## src/rtl/pic_master.sv

```systemverilog
// 8-input 8259A-subset interrupt controller: IRQ edge capture, fixed priority with ISR nesting,
// toggle-handshake vector delivery. Define PIC_AEOI_EN for automatic EOI (ISR never set).
module pic_master #(
    parameter logic [15:0] BASE_PORT    = 16'h0020,
    parameter logic [7:0]  VECTOR_RESET = 8'h08
) (
    input  logic        clock,
    input  logic        resetn,
    input  logic        port_clk,
    input  logic [15:0] port,
    input  logic [7:0]  port_o,
    input  logic        port_w,
    output logic [7:0]  port_i,
    input  logic [7:0]  irq_in,
    output logic        intr,
    output logic [7:0]  irq,
    input  logic        intr_latch
);

`ifdef PIC_AEOI_EN
    localparam bit AEOI = 1'b1;
`else
    localparam bit AEOI = 1'b0;
`endif

    // Handshake: a vector is offered while intr != intr_latch; the CPU accepts it by
    // copying intr into intr_latch, after which the controller returns to IDLE.
    typedef enum logic {IDLE, WAIT_ACK} state_t;

    state_t     state;
    logic [7:0] irr;
    logic [7:0] isr;
    logic [7:0] imr;
    logic [7:0] base;
    logic [7:0] irq_prev;
    logic       read_sel;      // 0 selects IRR, 1 selects ISR on command-port reads
    logic       icw_step;

    logic cmd_hit, data_hit;
    logic cmd_wr, data_wr, cmd_rd, data_rd;
    logic icw1_wr, ocw3_wr, ocw2_wr;
    logic eoi_ns, eoi_sp;

    assign cmd_hit  = port_clk && (port == BASE_PORT);
    assign data_hit = port_clk && (port == BASE_PORT + 16'd1);
    assign cmd_wr   = cmd_hit && port_w;
    assign data_wr  = data_hit && port_w;
    assign cmd_rd   = cmd_hit && !port_w;
    assign data_rd  = data_hit && !port_w;
    assign icw1_wr  = cmd_wr && port_o[4];
    assign ocw3_wr  = cmd_wr && !port_o[4] && port_o[3];
    assign ocw2_wr  = cmd_wr && !port_o[4] && !port_o[3];
    assign eoi_ns   = ocw2_wr && (port_o[7:5] == 3'b001);
    assign eoi_sp   = ocw2_wr && (port_o[7:5] == 3'b011);

    // An in-service level blocks itself and every lower-priority level.
    logic       found;
    logic       blocked;
    logic [2:0] sel_n;

    always_comb begin
        found   = 1'b0;
        blocked = 1'b0;
        sel_n   = 3'd0;
        for (int n = 0; n < 8; n++) begin
            if (!AEOI && isr[n]) begin
                blocked = 1'b1;
            end
            if (!blocked && !found && irr[n] && !imr[n]) begin
                found = 1'b1;
                sel_n = 3'(n);
            end
        end
    end

    logic       deliver;
    logic [7:0] edges;
    logic [7:0] irr_next;
    logic [7:0] isr_next;
    logic [7:0] isr_lowbit;

    assign deliver    = (state == IDLE) && found && !icw1_wr;
    assign edges      = irq_in & ~irq_prev;
    assign isr_lowbit = isr & (~isr + 8'd1);

    always_comb begin
        irr_next = irr;
        isr_next = isr;
        if (!AEOI && eoi_ns) begin
            isr_next = isr_next & ~isr_lowbit;
        end
        if (!AEOI && eoi_sp) begin
            isr_next[port_o[2:0]] = 1'b0;
        end
        if (deliver) begin
            irr_next[sel_n] = 1'b0;
            if (!AEOI) begin
                isr_next[sel_n] = 1'b1;
            end
        end
        if (icw1_wr) begin
            irr_next = 8'h00;
            isr_next = 8'h00;
        end
        // A fresh edge survives any clear landing in the same cycle.
        irr_next = irr_next | edges;
    end

    always_ff @(posedge clock) begin
        if (!resetn) begin
            state    <= IDLE;
            irr      <= 8'h00;
            isr      <= 8'h00;
            imr      <= 8'h00;
            base     <= VECTOR_RESET;
            irq_prev <= 8'h00;
            read_sel <= 1'b0;
            icw_step <= 1'b0;
            port_i   <= 8'h00;
            irq      <= 8'h00;
            intr     <= intr_latch;
        end else begin
            irq_prev <= irq_in;
            irr      <= irr_next;
            isr      <= isr_next;

            case (state)
                IDLE: begin
                    if (deliver) begin
                        irq   <= base | {5'b00000, sel_n};
                        intr  <= ~intr_latch;
                        state <= WAIT_ACK;
                    end
                end
                WAIT_ACK: begin
                    if (intr_latch == intr) begin
                        state <= IDLE;
                    end
                end
                default: state <= IDLE;
            endcase

            if (icw1_wr) begin
                imr      <= 8'h00;
                read_sel <= 1'b0;
                icw_step <= 1'b1;
            end else if (ocw3_wr) begin
                if (port_o[1:0] == 2'b10) begin
                    read_sel <= 1'b0;
                end else if (port_o[1:0] == 2'b11) begin
                    read_sel <= 1'b1;
                end
            end

            if (data_wr) begin
                if (icw_step) begin
                    base     <= port_o & 8'hF8;
                    icw_step <= 1'b0;
                end else begin
                    imr <= port_o;
                end
            end

            if (cmd_rd) begin
                port_i <= read_sel ? isr : irr;
            end else if (data_rd) begin
                port_i <= imr;
            end
        end
    end

endmodule
```

## config.mk

```make
export PLATFORM = sky130hd
export DESIGN_NAME = pic_master
export DESIGN_NICKNAME = d
export VERILOG_FILES = /design/src/rtl/pic_master.sv
export SDC_FILE = /design/constraint.sdc
export NUM_CORES = 1
export LEC_CHECK = 0
export ABC_AREA = 1
export CORE_MARGIN = 1
export CORE_UTILIZATION = 40
export DETAILED_ROUTE_END_ITERATION = 7
export GPL_TIMING_DRIVEN = 0
export PLACE_DENSITY_LB_ADDON = 0.08
export RECOVER_POWER = 25
export SKIP_CTS_REPAIR_TIMING = 1
export SLEW_MARGIN = 20
export SYNTH_ARGS = -nofsm -noshare
export SYNTH_HDL_FRONTEND = slang
export SYNTH_SLANG_ARGS = --single-unit
export TNS_END_PERCENT = 20
```

## constraint.sdc

```tcl
create_clock -name clock -period 2.1 [get_ports clock]
set_input_delay 0.42 -clock clock [delete_from_list [all_inputs] [get_ports clock]]
set_output_delay 0.42 -clock clock [all_outputs]
set_load 0.01 [all_outputs]
```

[Word-level counts from Yosys, hierarchy flattened]
Cells that the tools add are included.
Storage, ports and cells
  logic and storage cells: 163
  bits in registers: 57
  input bits: 37
  output and inout port bits: 17
Operators by class
  $add $sub $neg: 1
  reduce and logical (&&, ||, !) cells: 73
  magnitude comparators: 4
  muxes and demuxes: 49
  bitwise operators: 16
  equal/unequal tests: 9
Operators with widths (number)
  $mux W8: 11
  $and A8 B8 Y8: 5
  $not A8 Y8: 5
  $logic_and A1 B1 Y1: 39
  $eq A16 B6 Y1 const B: 2
  $mux W1: 29
  $logic_not A1 Y1: 27
  $or A8 B8 Y8: 2
  $mux W3: 4
  $add A8 B1 Y8 const B: 1
  $lt A3 B4 Y1 const B: 2
  $or A8 B3 Y8: 1
  $reduce_and A2 Y1: 4
  $demux W1 S3: 2
  $ge A3 B1 Y1 const B: 2
  $eq A2 B2 Y1 const B: 2
  $mux W2: 2
  $reduce_bool A2 Y1: 2
  $eq A3 B1 Y1 const B: 1
  $eq A3 B2 Y1 const B: 1
  $not A1 Y1: 3
  $ne A2 B1 Y1 const B: 1
  $ne A2 B2 Y1 const B: 1
  $pmux W1 S2: 1
  other kinds (2): 2

[Logic depth before layout (Yosys ltp)]
Gate-level depths: netlist of run 1.
  word-level depth: 49
  mapped depth: 15
  depth with buffers taken out: 15

[Worst setup path after synthesis of run 1]
No wires, ideal clock.
  path type: input to register
  start point: input port[15]
  end point: register imr[5]
  stages: 9
  setup time: 128 ps
  path slack: 433 ps
  required time: 1972 ps
  buffers on the path: 1
  arrival time: 1539 ps
  cell sequence: nor2_1 > nand2_1 > nor2_2 > inv_1 > nor3_2 > nand3_1 > clkbuf_1 > o21ai_0 > a21oi_1
Between the ends
  cells in the longest elaborated chain, start to end: 7
  elaborated cells between the ends (all ways): 10
  classes of those cells: eq/ne (2); mux (3); reduce/logical (5)
RTL lines
  start: declaration: RTL line 10  | input logic [15:0] port,
  $eq A16 B6 Y1: RTL line 44  | assign cmd_hit = port_clk && (port == BASE_PORT);
  $logic_and A1 B1 Y1: RTL line 44
  $logic_and A1 B1 Y1: RTL line 46  | assign cmd_wr = cmd_hit && port_w;
  $logic_and A1 B1 Y1: RTL line 50  | assign icw1_wr = cmd_wr && port_o[4];
  $mux W8: RTL line 143  | if (icw1_wr) begin
  $mux W8: RTL line 156  | if (icw_step) begin
  $mux W8 (*): RTL line 155  | if (data_wr) begin
  end signal: assignment: RTL line 160  | imr <= port_o;
  end: declaration: RTL line 33  | logic [7:0] imr;
Every way passes the cells marked *; elsewhere a longest branch is shown, timed or not.
A chain may end at the register's enable or synchronous reset.

[Worst setup path after layout of run 1]
  start point: input port[3]
  end point: register irr[1]
Between the ends
  cells in the longest elaborated chain, start to end: 9
RTL lines
  $eq A16 B6 Y1 (*): RTL line 44
  $logic_and A1 B1 Y1 (*): RTL line 44
  $logic_and A1 B1 Y1 (*): RTL line 46
  $logic_and A1 B1 Y1 (*): RTL line 50
  $logic_not A1 Y1: RTL line 82  | assign deliver = (state == IDLE) && found && !icw1_wr;
  $logic_and A1 B1 Y1: RTL line 82
  $mux W8: RTL line 95  | if (deliver) begin
  $mux W8 (*): RTL line 101  | if (icw1_wr) begin
  $or A8 B8 Y8 (*): RTL line 106  | irr_next = irr_next | edges;
  end signal: assignment: RTL line 124  | irr <= irr_next;
  end: declaration: RTL line 31  | logic [7:0] irr;
Marks and branches as above.

==> results of run 1 <==
## flip-flops by register name, indices dropped and copies added (netlist names)
register	flops
base	5
icw_step	1
imr	8
intr	1
irq	8
irq_prev	8
irr	8
isr	8
port_i	8
read_sel	1
state	1
## worst reg2reg max path: cells and delay by family, from the launching register on
kind             cells  cell delay, ns
DFF                  1            0.37
and+or+nand+nor     10            1.41
## cell usage in the layout, fill, tap and decap left out, types with 7 or more instances in the layout
cell type and count:
nand3_1 24, nor2_2 10, nand2_1 89, a21oi_1 35, dfxtp_1 56, clkbuf_8 10, o21ai_0 36, clkbuf_1 7
inv_1 53, buf_4 9, dlygate4sd3_1 11, nand4_1 19, nor2_1 46, clkdlybuf4s50_1 40
## area by class of cell
type	count	area share (%)
flip-flops and latches	57	30.1
clock inverters	4	0.523
repair buffers	60	15.4
clock buffers	12	3.79
plain buffers	9	1.28
inverters	60	5.98
well taps	96	3.14
multi-input cells	303	39.8
## worst min path at each step
stage	startpoint	end	cells after the start
6_report	irq_prev[7]$_SDFF_PN0_	irr[7]$_SDFF_PN0_	1
5_1_grt	irq_prev[7]$_SDFF_PN0_	irr[7]$_SDFF_PN0_	1
4_1_cts	irq_prev[7]$_SDFF_PN0_	irr[7]$_SDFF_PN0_	1
3_5_place_dp	irq_prev[7]$_SDFF_PN0_	irr[7]$_SDFF_PN0_	1
3_3_place_gp	irq_prev[7]$_SDFF_PN0_	irr[7]$_SDFF_PN0_	1
2_1_floorplan	irq_prev[7]$_SDFF_PN0_	irr[7]$_SDFF_PN0_	1
## stage by stage
stage / setup slack, ns / cell area, sq um
2_1_floorplan: 0.433 / 2890
3_5_place_dp: -0.442 / 3530
3_3_place_gp: -0.371 / 3530
6_report: 0.0703 / 3830
4_1_cts: -0.0753 / 3690
5_1_grt: -0.0669 / 3830
## logic make-up after synthesis
kind of cell | share of synthesized area [%]
simple gates | 34.5
compound gates | 14.7
buf+inv | 9.28
flops | 39.9
mux | 1.04
xor+xnor | 0.607
## where the power goes
group / internal, W / switching, W
registers: 0.00126 / 0.000129
logic: 0.000580 / 0.000954
clock network: 0.000452 / 0.000430
## routing by layer
metal	vias up	part of all wire, %	track usage, %
li1	1542	-	-
met1	1365	46	30.0
met2	54	47	38.4
met3	10	4.4	5.12
met4	0	1.7	8.94
met5	-	0	0
==> impl_metrics.ini, run 1 <==
[drt]
drt_iter0_drc = 182
dr_total_vias = 2971
drcViolationCount = 0
routed_wl_um = 8210
ant_nets = 0
drt_first_pass_iters = 4
viasPerCell = 4.94
routedWlPerCell_um = 13.7

[global_routing]
grt_pass1_vias = 2736
grt_pass1_wl_um = 13300
grt_antenna_before_repair = 0
grt_max_degree = 11
grt_use_total_pct = 23.4
overflow = 0

[placed_design]
gp_routability_congestion = 0.844
dp_hpwl_um = 6340
dp_cells = 577
port_buffers = 52

[cts]
ctsHtreeMaxLevel = 3
cts.reportedPaths.clkPinSlew_ns = 0.07
cts-root-buf = clkbuf_8
clock_sinks = 57
cts_tree = yes
insertion_delay_ns = 0.34
clockBufferDepth = 2
cts_inserted_buffers = 9

[logic_synthesis]
synth.most_common_cell = nand2_1
yosys_warnings = 0
ys_seq_area_share_pct = 39.9
synth_commonest_cells = nand2_1, dfxtp_1, inv_1
synth_seq_cells = 57
syn-num-nets = 466
syn_area_per_cell_sq_um = 6.73
synth_cell_types = 33
ys_top_cells_by_area = dfxtp_1, nand2_1, inv_1
syn-cell-area_sq_um = 2890
synth-main-ff-cell = dfxtp_1
ys_async_sr_fraction_pct = 0
synth_edf_count = 1
synthCells = 429
synth_top_area_cell = dfxtp_1
yosys.area.top_type_share_pct = 38.8

[setup_path]
path_cells = clkdlybuf4s50_1 -> nor2_2 -> inv_1 -> nor2_1 -> nand4_1 -> nor2_2 -> nor2_2 -> clkinvlp_4 -> nor2_1 -> nand2_1 -> nand2_1
cp_data_arrival_time_ns = 2.31
startpoint_type = input port
endpoint = irr[1]$_SDFF_PN0_
worst_r2r_endpoint = irr[0]$_SDFF_PN0_
endpoint_kind = flop
cpLargestDelayFamily = simple AND/OR/NAND/NOR gates
rr_startpoint = isr[0]$_SDFF_PP0_
path_class = input port to flop
slowest_stage = clkdlybuf4s50_1
reg2reg_slack_ns = 0.21
critical_path.max_fanout = 10
cp.required_ns = 2.38
critPathBufInv = 3
cp_common_cell = nor2_2
critical-path-max-stage-delay_ns = 0.48
critPathLaunch = port[3]
rr_worst_depth = 10
cp.depth = 11

[power]
vdd_ir_drop_max_mv = 0.780
total_power_w = 0.00380
leakagePower_nw = 1.72
p_per_area_nw_per_um2 = 994

[sta]
slew_violations = 0
timing.setup.tns_ns = 0
period_needed_ns = 2.03
finalSetupViolCount = 0
timing.fmax_mhz = 493
final.period_utilization_pct = 96.7
fin_skew_ns = 0.0148
hold_ws_ns = 0.407
worst_pin_slew_ns = 0.519
grt_setup_unrepaired = yes
hold_viol_final = 0
slew_headroom_pct = 65.4

[floorplan]
rows = 30
pin_count = 54
dieArea_sq_um = 7560
fp.dieW_um = 87.0
design.core.area_sq_um = 6870
die_y_um = 87.0
initial_core_util_pct = 42.0

[final_layout]
regArea_sq_um = 1150
area_growth_pct = 32.6
multi_input_area_sq_um = 1520
final_util_pct = 55.7
antennaDiodeCount = 0
n_fill_cell = 703
drive_gt1_share_pct = 12.5
final_cells = 601
final_net_count = 537

[run_status]
status = finished, final reports clean

[min_path]
min_path_type = flop to flop

[job]
cap_violations = 0
Note: power is estimated with default switching activity, not from simulation.
==> run 2: changes to the inputs <==
Clock period 2.1 ns to 2.5 ns, I/O delays scaled along.
==> run 2 against run 1 <==
Highest routed layer unchanged. Sequential power fell by 17%. Total power fell by 16%. Hold slack got worse by 0.0011 ns. Largest cell class unchanged. Clock-buffer cell count did not move.
==> impl_metrics.ini, run 2 (same netlist as run 1, synthesis figures left out) <==
[drt]
drt_first_pass_iters = 5
viasPerCell = 4.97
routed_wl_um = 8090
routedWlPerCell_um = 13.6
wl_met1_um = 3790
wl_met3_um = 361
drt_iter0_drc = 169
ant_nets = 0
wl_met2_um = 3780
dr_total_vias = 2946
drcViolationCount = 0
maxUsedRoutingLayer = met4

[cts]
cts.reportedPaths.clkPinSlew_ns = 0.07
cts_inserted_buffers = 9
clock_sinks = 57
ctsHtreeMaxLevel = 3
clockBufferDepth = 2
cts_tree = yes
insertion_delay_ns = 0.34
cts-root-buf = clkbuf_8

[setup_path]
rr_worst_depth = 11
path_class = input port to flop
reg2reg_slack_ns = 0.63
critical_path.max_fanout = 10
endpoint_kind = flop
cp_data_arrival_time_ns = 2.50
cp.required_ns = 2.71
startpoint_type = input port

[placed_design]
dp_hpwl_um = 6340
gp_routability_congestion = 0.844
port_buffers = 52
dp_slack_ns = -0.122

[sta]
finalSetupViolCount = 0
grt_setup_unrepaired = no
hold_ws_ns = 0.406
final.period_utilization_pct = 91.6
worst_pin_slew_ns = 0.520
fin_ws_ns = 0.210
fin_skew_ns = 0.0143
timing.fmax_mhz = 437
slew_headroom_pct = 65.3
hold_viol_final = 0
period_needed_ns = 2.29
slew_violations = 0

[floorplan]
design.core.area_sq_um = 6870
dieArea_sq_um = 7560
initial_core_util_pct = 42.0
rows = 30
die_y_um = 87.0
fp.dieW_um = 87.0
pin_count = 54

[global_routing]
grt_use_total_pct = 23.4
grt_pass1_vias = 2736
grt_pass1_wl_um = 13300
grt_max_degree = 11
grt_antenna_before_repair = 0
overflow = 0

[final_layout]
area_growth_pct = 27.9
antennaDiodeCount = 0
drive_gt1_share_pct = 9.26
layout_common_cells = nand2_1, dfxtp_1, inv_1, nor2_1, clkdlybuf4s50_1
final_common_cell = nand2_1
final_util_pct = 53.8
regArea_sq_um = 1150
final_net_count = 529
multi_input_area_sq_um = 1470
n_fill_cell = 713

[min_path]
holdPathStages = 1
min_path_type = flop to flop

[power]
vdd_ir_drop_max_mv = 0.655
p_per_area_nw_per_um2 = 863
leakagePower_nw = 1.64

[job]
cap_violations = 0

[run_status]
status = finished, final reports clean
==> run 2: cell types whose count changed in the layout (fill, tap and decap cells not counted), moves of 2 or more <==
cell | before | now
buf_4 | 9 | 0
nor2_1 | 46 | 49
nand3_1 | 24 | 27
nand2_2 | 4 | 2
dlymetal6s2s_1 | 2 | 0
nand2_1 | 89 | 91
nand3_2 | 4 | 2
nor2_4 | 5 | 2
==> run 2: path summary, 6_finish.rpt <==
kind,start,end
max,port_clk,imr[5]$_SDFF_PN0_
min reg2reg,irq_prev[7]$_SDFF_PN0_,irr[7]$_SDFF_PN0_
min,irq_prev[7]$_SDFF_PN0_,irr[7]$_SDFF_PN0_
max reg2reg,isr[0]$_SDFF_PP0_,irr[1]$_SDFF_PN0_
==> run 2: per-layer routing <==
metal	vias up	track usage [%]
li1	1530	-
met1	1349	30.0
met2	55	38.4
met3	12	5.12
met4	0	8.94
met5	-	0
==> run 2: power breakdown <==
group          switching (W)  internal (W)  leakage, nW
Sequential          0.000108       0.00106        0.469
Combinational       0.000797      0.000483         1.09
Clock               0.000362      0.000380       0.0899
Total                0.00127       0.00192         1.64
==> run 2: critical path, stage by stage <==
cell             delay, ns
clkdlybuf4s50_1       0.54
inv_2                 0.05
nor2_2                0.14
nand4_1               0.16
nor3_2                0.28
nand3_1               0.27
clkbuf_1              0.30
o21ai_0               0.21
a21oi_1               0.06
==> run 2: per-stage QoR <==
stage / setup TNS, ns / std cells / area (sq um) / power (W)
floorplan: 0 / 429 / 2890 / 0.00203
finish: 0 / 593 / 3690 / 0.00319
detailed placement: -0.387 / 577 / 3530 / 0.00246
CTS: 0 / 593 / 3690 / 0.00322
global placement: -0.0904 / 577 / 3530 / 0.00245
global route: 0 / 593 / 3690 / 0.00344
==> run 2: area by class of cell <==
cell class / count / area share (%)
multi-input combinational: 303 / 39.7
buffer: 9 / 1.15
clock inverter: 4 / 0.542
clock buffer: 12 / 3.93
sequential: 57 / 31.2
tap: 96 / 3.25
inverter: 60 / 6.10
timing repair buffer: 52 / 14.1
==> run 3: changes to the inputs <==
Settings changed: CORE_UTILIZATION 40 to 55.
==> run 3 against run 2 <==
Via count grew 4.1%. Flip-flop and latch count unchanged. Maximum frequency is 2.7% higher. Final cell count shrank 4.6%. Die area fell by 27%. Non-clock buffer count did not move. Cell area down 0.98%. Sequential share of layout area increased by 0.31 points. First-iteration DRC count is 45% higher. Sequential power about the same.
==> impl_metrics.ini, run 3 (same netlist as run 1, synthesis figures left out) <==
[run_status]
status = finished, final reports clean

[placed_design]
port_buffers = 52
dp_hpwl_um = 6040
dp_slack_ns = -0.0423
gp_routability_congestion = 0.927

[min_path]
min_path_type = flop to flop
holdPathStages = 1
worstHoldEndpoint = irr[7]$_SDFF_PN0_
min_from = irq_prev[7]$_SDFF_PN0_

[final_layout]
final_util_pct = 72.0
layout_common_cells = nand2_1, dfxtp_1, inv_1, nor2_1, clkdlybuf4s50_1
area_growth_pct = 26.7
drive_gt1_share_pct = 9.27
final_net_count = 529
final_common_cell = nand2_1
antennaDiodeCount = 0

[sta]
grt_setup_unrepaired = no
hold_ws_ns = 0.419
timing.fmax_mhz = 448
worst_pin_slew_ns = 0.566
slew_headroom_pct = 62.3
fin_skew_ns = 0.00710
period_needed_ns = 2.23
slew_violations = 0
fin_ws_ns = 0.270
hold_viol_final = 0
finalSetupViolCount = 0
final.period_utilization_pct = 89.2

[drt]
drt_iter0_drc = 245
wl_met3_um = 498
routedWlPerCell_um = 13.6
drcViolationCount = 0
routed_wl_um = 7720
ant_nets = 0
drt_first_pass_iters = 5
maxUsedRoutingLayer = met4
wl_met1_um = 3400
dr_total_vias = 3066
viasPerCell = 5.42
wl_met2_um = 3650

[global_routing]
overflow = 0
grt_max_degree = 11
grt_antenna_before_repair = 0
grt_pass1_wl_um = 12400
grt_pass1_vias = 2708
grt_use_total_pct = 30.3

[setup_path]
critical_path.max_fanout = 10
reg2reg_slack_ns = 0.63
endpoint_kind = flop
path_class = input port to flop
path_cells = clkdlybuf4s50_1 -> inv_2 -> nor2_2 -> nand4_1 -> nor3_2 -> nand3_1 -> clkbuf_1 -> o21ai_0 -> a21oi_1
slowest_stage = clkdlybuf4s50_1
worst_r2r_endpoint = irr[3]$_SDFF_PN0_
cpLargestDelayFamily = buffers and inverters
startpoint_type = input port
cp_data_arrival_time_ns = 2.43
cp.required_ns = 2.70
critPathBufInv = 3
rr_startpoint = isr[0]$_SDFF_PP0_
critical-path-max-stage-delay_ns = 0.53
rr_worst_depth = 10

[cts]
cts.reportedPaths.clkPinSlew_ns = 0.06
cts_tree = yes
clockBufferDepth = 2
insertion_delay_ns = 0.33
cts-root-buf = clkbuf_8
ctsHtreeMaxLevel = 3
clock_sinks = 57
cts_inserted_buffers = 9

[floorplan]
initial_core_util_pct = 56.9
dieArea_sq_um = 5540
design.core.area_sq_um = 5070
rows = 26
fp.dieW_um = 74.4
pin_count = 54
die_y_um = 74.4

[power]
vdd_ir_drop_max_mv = 0.708
p_per_area_nw_per_um2 = 865
leakagePower_nw = 1.64
total_power_w = 0.00316

[job]
cap_violations = 0
-- run 3: cell count changes in the layout (fill, tap and decap cells not counted) --
cell      previous run  this run
clkbuf_1             8         7
-- run 3: power by group --
group | internal, W | switching [W] | total [W]
logic | 0.000480 | 0.000795 | 0.00128
clock network | 0.000374 | 0.000349 | 0.000723
registers | 0.00106 | 0.000108 | 0.00116
-- run 3: worst max path at each step --
stage	startpoint	end	slack [ns]	depth (start not counted)
after global placement	port_clk	imr[5]$_SDFF_PN0_	-0.007	9
after floorplan	port[15]	imr[5]$_SDFF_PN0_	0.75	9
after CTS	port[15]	port_i[0]$_SDFFE_PN0P_	0.30	11
final	port_clk	imr[5]$_SDFF_PN0_	0.27	9
after detailed placement	port[15]	port_i[0]$_SDFFE_PN0P_	-0.04	11
after global routing	port[10]	port_i[4]$_SDFFE_PN0P_	0.09	11
-- run 3: per-layer routing --
metal | global-route usage [%] | vias up
li1 | - | 1536
met5 | 0 | -
met4 | 11.9 | 0
met2 | 49.3 | 121
met1 | 38.1 | 1389
met3 | 7.86 | 20
-- run 3: layout make-up --
| type | instances | area (sq um) |
|---|---|---|
| Timing Repair Buffer | 52 | 520 |
| Inverter | 60 | 225 |
| Fill cell | 469 | 1420 |
| Multi-Input combinational cell | 303 | 1470 |
| Buffer | 9 | 42.5 |
| Tap cell | 70 | 87.6 |
| Sequential cell | 57 | 1150 |
| Clock inverter | 4 | 20.0 |
| Clock buffer | 11 | 141 |
-- run 3: worst register-to-register path, cell delays in order (launching register included) --
cell and delay [ns]:
dfxtp_1 0.37, nor2_4 0.26, nand3_2 0.13, nor2_2 0.12, nand3_1 0.14, nand4_1 0.15
nand2_2 0.09, inv_2 0.17, nand3_1 0.17, nand3_1 0.11, nand2_1 0.05
-- run 3: stage by stage --
| stage | setup TNS [ns] | instances | instance area [sq um] |
|---|---|---|---|
| 2_1_floorplan | 0 | 429 | 2890 |
| 3_3_place_gp | -0.0123 | 551 | 3490 |
| 3_5_place_dp | -0.168 | 551 | 3490 |
| 4_1_cts | 0 | 566 | 3660 |
| 5_1_grt | 0 | 566 | 3660 |
| 6_report | 0 | 566 | 3660 |
